`config.mk`:
```
export PLATFORM = sky130hd
export DESIGN_NAME = mul_share_arbiter
export DESIGN_NICKNAME = d
export VERILOG_FILES = /design/src/rtl/mul_arb_pkg.sv /design/src/rtl/mul_rr_pick.sv /design/src/rtl/mul_share_arbiter.sv
export SDC_FILE = /design/constraint.sdc
export NUM_CORES = 1
export LEC_CHECK = 0
export ABC_CLOCK_PERIOD_IN_PS = 4200
export CAP_MARGIN = 25
export CORE_MARGIN = 3
export CORE_UTILIZATION = 40
export DETAILED_ROUTE_END_ITERATION = 12
export GPL_ROUTABILITY_DRIVEN = 0
export PLACE_DENSITY = 0.84
export SYNTH_ARGS = -nofsm -noshare
export SYNTH_HDL_FRONTEND = slang
export SYNTH_SLANG_ARGS = --single-unit
```
`constraint.sdc`:
```
create_clock -name clk -period 4.2 [get_ports clk]
set_input_delay 0.84 -clock clk [delete_from_list [all_inputs] [get_ports clk]]
set_output_delay 0.84 -clock clk [all_outputs]
set_load 0.02 [all_outputs]
```
`src/rtl/mul_arb_pkg.sv`:
```
// -----------------------------------------------------------------------------
// mul_arb_pkg
// Shared types and constants for the shared-multiplier arbiter.
//   arb_state_e       : arbiter FSM states (IDLE, BUSY, RESP)
//   SM_UU..SM_SS      : multiplier signed-mode encodings
//                       (bit 0 = first operand signed, bit 1 = second signed)
//   OP_W              : multiplier operand / result width
// -----------------------------------------------------------------------------
package mul_arb_pkg;

  localparam int unsigned OP_W = 32;

  localparam logic [1:0] SM_UU = 2'b00;
  localparam logic [1:0] SM_SU = 2'b01;
  localparam logic [1:0] SM_US = 2'b10;
  localparam logic [1:0] SM_SS = 2'b11;

  typedef enum logic [1:0] {
    IDLE = 2'd0,
    BUSY = 2'd1,
    RESP = 2'd2
  } arb_state_e;

endpackage

```
`src/rtl/mul_rr_pick.sv`:
```
// -----------------------------------------------------------------------------
// mul_rr_pick
// Combinational round-robin picker. Searches the valid vector starting one
// position after the pointer, wrapping, and returns the first hit.
//   i_valid : request valid vector
//   i_ptr   : index of the most recently served requester
//   o_grant : one-hot grant (zero when nothing is valid)
//   o_idx   : index of the granted requester (0 when nothing is valid)
//   o_any   : at least one request is valid
// -----------------------------------------------------------------------------
module mul_rr_pick #(
  parameter int N     = 2,
  parameter int IDX_W = (N > 1) ? $clog2(N) : 1
) (
  input  logic [N-1:0]     i_valid,
  input  logic [IDX_W-1:0] i_ptr,
  output logic [N-1:0]     o_grant,
  output logic [IDX_W-1:0] o_idx,
  output logic             o_any
);

  int               w_cand;
  logic [IDX_W-1:0] w_cand_idx;

  always_comb begin
    // NOTE: every variable written in this block gets a default first, so no
    // path through the loop can leave a value unassigned and infer a latch.
    o_grant    = '0;
    o_idx      = '0;
    o_any      = 1'b0;
    w_cand     = 0;
    w_cand_idx = '0;
    for (int k = 1; k <= N; k++) begin
      w_cand = int'(i_ptr) + k;
      if (w_cand >= N) begin
        w_cand = w_cand - N;
      end
      w_cand_idx = IDX_W'(w_cand);
      if (!o_any && i_valid[w_cand_idx]) begin
        o_grant[w_cand_idx] = 1'b1;
        o_idx               = w_cand_idx;
        o_any               = 1'b1;
      end
    end
  end

endmodule

```
`src/rtl/mul_share_arbiter.sv`:
```
// -----------------------------------------------------------------------------
// mul_share_arbiter
// Shares one multi-cycle 32x32 multiplier between NUM_REQ requesters. A request
// is granted round-robin in IDLE, its operands are registered and held on the
// multiplier inputs during BUSY, and the result is captured on the multiplier's
// last cycle and offered to the owner in RESP until it is accepted.
//
// Optional build macro: MUL_ARB_FAST_PATH_EN -- requests for the low result
// with both operands fitting in 16 unsigned bits use the multiplier's
// single-cycle mode.
//
// Ports:
//   clk, reset_n           clock (rising edge), async active-low reset
//   stall_i                global stall; freezes BUSY, forwarded as mul_stall_o
//   req_valid_i/ready_o    per-requester request handshake (ready one-hot)
//   req_a_i, req_b_i       packed 32-bit operands per requester
//   req_signed_mode_i      packed 2-bit signed mode per requester
//   req_low_i              1 = low result word, 0 = high result word
//   rsp_valid_o/ready_i    per-requester response handshake (valid one-hot)
//   rsp_result_o           registered result shared by all requesters
//   mul_*_o                multiplier control and operands
//   mul_hold_i             multiplier busy, low on its last cycle
//   mul_result_i           multiplier result
// -----------------------------------------------------------------------------
module mul_share_arbiter
  import mul_arb_pkg::*;
#(
  parameter int NUM_REQ  = 2,
  parameter int REQ_ID_W = $clog2(NUM_REQ)
) (
  input  logic                    clk,
  input  logic                    reset_n,
  input  logic                    stall_i,
  input  logic [NUM_REQ-1:0]      req_valid_i,
  output logic [NUM_REQ-1:0]      req_ready_o,
  input  logic [NUM_REQ*OP_W-1:0] req_a_i,
  input  logic [NUM_REQ*OP_W-1:0] req_b_i,
  input  logic [NUM_REQ*2-1:0]    req_signed_mode_i,
  input  logic [NUM_REQ-1:0]      req_low_i,
  output logic [NUM_REQ-1:0]      rsp_valid_o,
  input  logic [NUM_REQ-1:0]      rsp_ready_i,
  output logic [OP_W-1:0]         rsp_result_o,
  output logic                    mul_stall_o,
  output logic                    mul_enable_o,
  output logic [OP_W-1:0]         mul_first_operand_o,
  output logic [OP_W-1:0]         mul_second_operand_o,
  output logic [1:0]              mul_signed_mode_o,
  output logic                    mul_low_o,
  output logic                    mul_single_cycle_o,
  input  logic                    mul_hold_i,
  input  logic [OP_W-1:0]         mul_result_i
);

  arb_state_e          r_state;
  arb_state_e          w_next_state;
  logic [REQ_ID_W-1:0] r_ptr;
  logic [REQ_ID_W-1:0] r_owner;
  logic [OP_W-1:0]     r_a;
  logic [OP_W-1:0]     r_b;
  logic [1:0]          r_mode;
  logic                r_low;
  logic                r_issue;
  logic [OP_W-1:0]     r_result;

  logic [NUM_REQ-1:0]  w_grant;
  logic [REQ_ID_W-1:0] w_idx;
  logic                w_any;
  logic                w_accept;
  logic                w_capture;
  logic                w_rsp_done;

  logic [OP_W-1:0]     w_a_arr    [NUM_REQ];
  logic [OP_W-1:0]     w_b_arr    [NUM_REQ];
  logic [1:0]          w_mode_arr [NUM_REQ];
  logic [OP_W-1:0]     w_a_sel;
  logic [OP_W-1:0]     w_b_sel;
  logic [1:0]          w_mode_sel;
  logic                w_low_sel;

  mul_rr_pick #(
    .N     (NUM_REQ),
    .IDX_W (REQ_ID_W)
  ) u_pick (
    .i_valid (req_valid_i),
    .i_ptr   (r_ptr),
    .o_grant (w_grant),
    .o_idx   (w_idx),
    .o_any   (w_any)
  );

  for (genvar gi = 0; gi < NUM_REQ; gi++) begin : g_unpack
    assign w_a_arr[gi]    = req_a_i[gi*OP_W +: OP_W];
    assign w_b_arr[gi]    = req_b_i[gi*OP_W +: OP_W];
    assign w_mode_arr[gi] = req_signed_mode_i[gi*2 +: 2];
  end

  assign w_a_sel    = w_a_arr[w_idx];
  assign w_b_sel    = w_b_arr[w_idx];
  assign w_mode_sel = w_mode_arr[w_idx];
  assign w_low_sel  = req_low_i[w_idx];

  assign w_accept   = (r_state == IDLE) && !stall_i && w_any;
  // The multiplier is still idle in the issue cycle, so its hold is ignored there.
  assign w_capture  = (r_state == BUSY) && !stall_i && !r_issue && !mul_hold_i;
  // The response handshake completes regardless of stall_i.
  assign w_rsp_done = (r_state == RESP) && rsp_ready_i[r_owner];

  // ---------------------------------------------------------------- FSM state
  always_ff @(posedge clk or negedge reset_n) begin
    // NOTE: sequential state uses non-blocking assignments so every flop
    // samples the pre-edge values, independent of block ordering.
    if (!reset_n) begin
      r_state <= IDLE;
    end else begin
      r_state <= w_next_state;
    end
  end

  always_comb begin
    w_next_state = r_state;
    unique case (r_state)
      IDLE:    if (w_accept)   w_next_state = BUSY;
      BUSY:    if (w_capture)  w_next_state = RESP;
      RESP:    if (w_rsp_done) w_next_state = IDLE;
      default:                 w_next_state = IDLE;
    endcase
  end

  always_comb begin
    req_ready_o  = '0;
    rsp_valid_o  = '0;
    mul_enable_o = 1'b0;
    unique case (r_state)
      IDLE:    if (w_accept) req_ready_o = w_grant;
      BUSY:    mul_enable_o = 1'b1;
      RESP:    rsp_valid_o[r_owner] = 1'b1;
      default: ;
    endcase
  end

  // ---------------------------------------------------------------- datapath
  always_ff @(posedge clk or negedge reset_n) begin
    // NOTE: these are individual flops, not a RAM array, so all of them are
    // reset; the multiplier inputs and result read as zero after reset.
    if (!reset_n) begin
      r_ptr    <= REQ_ID_W'(NUM_REQ - 1);
      r_owner  <= '0;
      r_a      <= '0;
      r_b      <= '0;
      r_mode   <= SM_UU;
      r_low    <= 1'b0;
      r_issue  <= 1'b0;
      r_result <= '0;
    end else begin
      if (w_accept) begin
        r_ptr   <= w_idx;
        r_owner <= w_idx;
        r_a     <= w_a_sel;
        r_b     <= w_b_sel;
        r_mode  <= w_mode_sel;
        r_low   <= w_low_sel;
        r_issue <= 1'b1;
      end else if ((r_state == BUSY) && !stall_i) begin
        r_issue <= 1'b0;
      end
      if (w_capture) begin
        r_result <= mul_result_i;
      end
    end
  end

`ifdef MUL_ARB_FAST_PATH_EN
  logic w_single;
  logic r_single;

  // Both products fit in 32 bits, so the low word is exact in one cycle.
  assign w_single = w_low_sel && (w_mode_sel == SM_UU) &&
                    (w_a_sel[OP_W-1:16] == '0) && (w_b_sel[OP_W-1:16] == '0);

  always_ff @(posedge clk or negedge reset_n) begin
    if (!reset_n) begin
      r_single <= 1'b0;
    end else if (w_accept) begin
      r_single <= w_single;
    end
  end

  assign mul_single_cycle_o = (r_state == BUSY) && r_single;
`else
  assign mul_single_cycle_o = 1'b0;
`endif

  assign mul_stall_o          = stall_i;
  assign mul_first_operand_o  = r_a;
  assign mul_second_operand_o = r_b;
  assign mul_signed_mode_o    = r_mode;
  assign mul_low_o            = r_low;
  assign rsp_result_o         = r_result;

endmodule

```
=== After elaboration in Yosys (flattened, before gate mapping) ===
Index checks and enable logic that the tools add are counted.

* Flip-flop bits (word level): 104
* Bits of input ports: 174
* Output and inout port bits: 106
* Word-level logic and storage cells: 88

* $add $sub $neg: 4
* Order comparisons: 10
* Equal/unequal tests: 5
* Mux-type cells: 41
* Bitwise logic cells: 2
* Reductions and logical operators: 17

{| class="wikitable"
|+ Operators by type and width
! kind !! number
|-
| 2-to-1 mux 32 bit || 6
|-
| 2-to-1 mux 2 bit || 11
|-
| 2-to-1 mux 1 bit || 20
|-
| logical AND 1 bit || 10
|-
| less-than comparator 1 x 2 -> 1 bit (second input constant) || 4
|-
| != test 2 bit (second input constant) || 3
|-
| one-hot mux 2 bit (3 select lines) || 1
|-
| greater-or-equal comparator 2 bit (second input constant) || 2
|-
| logical NOT 1 bit || 4
|-
| adder 1 x 2 -> 3 bit (second input constant) || 1
|-
| demux 1 bit (select 1 bit) || 3
|-
| greater-or-equal comparator 1 bit (second input constant) || 3
|-
| greater-or-equal comparator 3 x 2 -> 1 bit (second input constant) || 1
|-
| AND reduction 3 bit || 1
|-
| adder 1 x 1 -> 2 bit (second input constant) || 1
|-
| equality test 2 x 1 -> 1 bit (second input constant) || 1
|-
| equality test 2 bit (second input constant) || 1
|-
| logical NOT 2 bit || 1
|-
| inverter 1 -> 2 bit || 1
|-
| OR 2 bit || 1
|-
| nonzero test 2 bit || 1
|-
| subtractor 1 bit (second input constant) || 2
|}

=== Logic depth before layout (Yosys ltp) ===
* Depth after elaboration: 13
* Gate-level depth with buffers: 6
* Gate-level depth less buffers: 3

=== Modules after synthesis ===
From an unflattened synthesis, not the netlist that was laid out.

* Cell total of the unflattened synthesis: 392
* Area, all modules: 4550.6 sq um

{| class="wikitable"
|+ Modules (own cells, without submodules)
! module !! times used !! cells an instance !! area each (sq um) !! sequential area each (sq um)
|-
| mul_share_arbiter || 1 || 387 || 4518.1 || 2603.7
|-
| mul_rr_pick || 1 || 5 || 32.5 || 0.0
|}

=== Worst setup path before layout ===
Ideal clock, no wire load.

* Path type: input port to output port
* Start: input req_valid_i[1]
* End: output req_ready_o[0]
* Arrival time: 1.774 ns
* Path slack: 1.586 ns
* Stages: 4
* Path through: nor2b_1 buf_2 clkbuf_1 nor3_1

* Word-level cells in the longest chain between the ends: 9
* Elaborated cells between the ends (all ways): 14
* Those cells by class: mux: 10; bitwise: 1; reduce/logical: 3

{| class="wikitable"
|+ RTL lines
! what !! line !! source
|-
| start, declared || mul_share_arbiter.sv:34 || <nowiki>input logic [NUM_REQ-1:0] req_valid_i,</nowiki>
|-
| 2-to-1 mux 1 bit (not written as such) (2 in series) || mul_rr_pick.sv:39 || <nowiki>if (!o_any && i_valid[w_cand_idx]) begin</nowiki>
|-
| 2-to-1 mux 1 bit || mul_rr_pick.sv:39 ||
|-
| logical NOT 1 bit || mul_rr_pick.sv:39 ||
|-
| logical AND 1 bit || mul_rr_pick.sv:39 ||
|-
| 2-to-1 mux 1 bit || mul_rr_pick.sv:39 ||
|-
| logical AND 1 bit || mul_share_arbiter.sv:102 || <nowiki>assign w_accept = (r_state == IDLE) && !stall_i && w_any;</nowiki>
|-
| 2-to-1 mux 2 bit * || mul_share_arbiter.sv:134 || <nowiki>IDLE: if (w_accept) req_ready_o = w_grant;</nowiki>
|-
| 2-to-1 mux 2 bit * || mul_share_arbiter.sv:133 || <nowiki>unique case (r_state)</nowiki>
|-
| end, declared || mul_share_arbiter.sv:35 || <nowiki>output logic [NUM_REQ-1:0] req_ready_o,</nowiki>
|}

Every way passes the cells marked *; elsewhere a longest branch is shown, timed or not. The select of a mux whose other input is x is not followed.

=== Worst setup path after layout ===
* Start: input stall_i
* End: output req_ready_o[0]

* Word-level cells in the longest chain between the ends: 5

{| class="wikitable"
|+ RTL lines
! what !! line !! source
|-
| start, declared || mul_share_arbiter.sv:33 || <nowiki>input logic stall_i,</nowiki>
|-
| logical NOT 1 bit || mul_share_arbiter.sv:102 ||
|-
| logical AND 1 bit (2 in series) || mul_share_arbiter.sv:102 ||
|-
| 2-to-1 mux 2 bit || mul_share_arbiter.sv:134 ||
|-
| 2-to-1 mux 2 bit || mul_share_arbiter.sv:133 ||
|}

No other way between the ends.

==> results.cfg <==
[global_routing]
use_met2 = 0.4017
busiest_layer = met2
use_met3 = 0.07647
antenna_found_initial = 0
grt_max_degree = 88
grt-ovfl-total = 0
grt_pass1_vias = 4391
track_usage = 0.2270
grt_util_met1 = 0.2584
grt_first_pass_wirelength_um = 23140

[timing]
post-route-period-util = 0.8310
rsz0062_at_grt = no
hold_viol_final = 0
fin_hold_ws_ns = 0.3615
tns_ns = 0
finalCriticalPeriod_ns = 3.490
max_freq_ghz = 0.2865
setup_violations = 0
worst_slew_pin_slew_ns = 0.9874
final_max_slew_viol_count = 0
setup_ws_ns = 0.7100
slew_headroom = 0.3417
clock_skew_ns = 0.01002

[floorplanning]
die_w_um = 113.2
row_count = 38
initial_core_util = 0.4171
die-height_um = 113.2
die-area_mm2 = 0.01282
core_area_mm2 = 0.01103
pin_count = 280

[critical_path]
cp-end-kind = output port
worst_setup_path_start_kind = input pin
crit_required_ns = 3.36
cp_cell_sequence = clkdlybuf4s50_1, or3_1, nor3_1, clkdlybuf4s50_1
worstRegToRegCells = 3
ff2ff_setup_slack_ns = 1.97
crit_top_cell = clkdlybuf4s50_1
critical_path_class = input pin to output port
cpPeakStageDelay_ns = 0.65
crit_path_max_fanout = 5
reg2reg_from = r_state[1]
r2r-end = rsp_result_o[14]
cp.arrival_ns = 2.65
crit_buf_inv = 2
crit_slowest_cell = clkdlybuf4s50_1
cp_top_family = buffers and inverters

[layout]
num_antenna_cells = 0
drive_gt1_frac = 0.1022
nNetsFinal = 766
syn_to_final_growth_pct = 67.64
final_util = 0.6992

[cts]
cts-root-buf = clkbuf_16
clock_sinks = 104
htree_levels = 3
ctsResizeCount = 0
cts_tree = done
clk_pin_slew_ns = 0.07
cts_setup_buffers = 0
cts_buffers = 9
hold_buffers = 0
clk_path_buf_depth = 2
worstSkewPairLatency_ns = 0.33

[detailed_routing]
detail_route.first_pass.iterations = 4
drc = 0
wl_per_cell_um = 20.43
ant_nets = 0
drtIter0Drc = 183
num_vias = 4106
drt-total-wl_um = 15060
routed_via_density = 5.571

[synthesis]
seq_area_frac_synth = 0.5660
synth-edff-count = 0
synthCells = 339
synth_area_leaders = dfrtp_1, a2bb2oi_1, o32ai_1
synth_top_area_cell = dfrtp_1
avgSynthCellArea_um2 = 13.57
ys.flop_type = dfrtp_1
async_flop_share = 1.000
yosysWarnings = 0
synth.net_count = 513
netlist_area_mm2 = 0.004601
yosys_register_bits = 104
synth_cell_types = 27
synth_top_area_share = 0.5602

[run_status]
status = finished clean

[hold_path]
hold_class = input pin to asynchronous set/reset pin

[placement]
dp_hpwl_um = 10990
io_buffers = 278
place_ws_ns = 0.7148

[power]
p_per_area_mw_per_mm2 = 703.1
p_leak_uw = 0.003079
vdd_drop_max_mv = 0.5257

[job]
maxCapViolCount = 0
## state kept, by name, indices dropped and copies added (netlist names)
register	count
mul_signed_mode_o	2
r_state	2
mul_low_o	1
r_owner	1
r_ptr	1
r_issue	1
mul_first_operand_o	32
mul_second_operand_o	32
rsp_result_o	32
## layer usage
metal,vias to the layer above,part of all wire
li1,1875,-
met1,1995,0.38
met2,212,0.51
met3,24,0.086
met4,0,0.027
met5,-,0
## cells in the mapped netlist (3+ instances only)
cell type and instances:
a2bb2oi_1 67, buf_4 6, nor2_1 5, buf_2 6, dfrtp_1 103, o21ai_0 3
o32ai_1 67, mux2_4 28, buf_6 3, mux2_2 5, clkbuf_1 26
## where the power goes
group / internal (uW) / switching (uW)
sequential: 1490 / 296
combinational: 1540 / 1340
clock: 404 / 351
total: 3430 / 1990
## stage by stage
stage	total power, uW	std cells	area [um2]
3_5_place_dp	4683	720	7417
2_1_floorplan	3273	339	4601
3_3_place_gp	4616	720	7417
4_1_cts	5466	736	7685
5_1_grt	5688	737	7712
6_report	5422	737	7712
## layout by cell type, fill, tap and decap left out, types with 2 or more instances in the layout
cell	instances
o32ai_1	67
clkbuf_16	9
a21oi_1	2
a2bb2oi_1	67
clkdlybuf4s50_1	277
mux2_2	5
nor2_1	5
clkbuf_1	3
inv_1	2
clkinvlp_4	3
buf_4	6
o21ai_0	3
nand2b_1	2
dfrtp_1	103
mux2_4	28
## how the worst max path moves through the flow
stage	depth (start not counted)	start	end
after floorplan	4	req_valid_i[1]	req_ready_o[0]
after global placement	4	stall_i	req_ready_o[0]
after detailed placement	4	stall_i	req_ready_o[0]
after CTS	4	stall_i	req_ready_o[0]
after global routing	4	stall_i	req_ready_o[0]
final	4	stall_i	req_ready_o[0]
## layout make-up
cell class,instances,area [um2]
Clock buffer,12,236.5
Clock inverter,4,31.28
Fill cell,797,3318
Inverter,3,11.26
Multi-Input combinational cell,189,1789
Sequential cell,104,2604
Tap cell,140,175.2
Timing Repair Buffer,285,2865
## kinds of logic after synthesis
| family | Yosys count | share of synthesized area |
|---|---|---|
| other | 1 | 0.0008151 |
| flip-flops | 104 | 0.5660 |
| buffers and inverters | 46 | 0.04922 |
| AND/OR/NAND/NOR | 13 | 0.01469 |
| multiplexers | 33 | 0.1036 |
| AO/OA/AOI/OAI | 142 | 0.2657 |
## worst reg2reg max path, stage by stage (launching register included)
cell and delay [ns]:
dfrtp_1 0.41, nand2b_1 0.18, or4_2 1.04, mux2_4 0.47
Power figures use the tool's default switching activity.
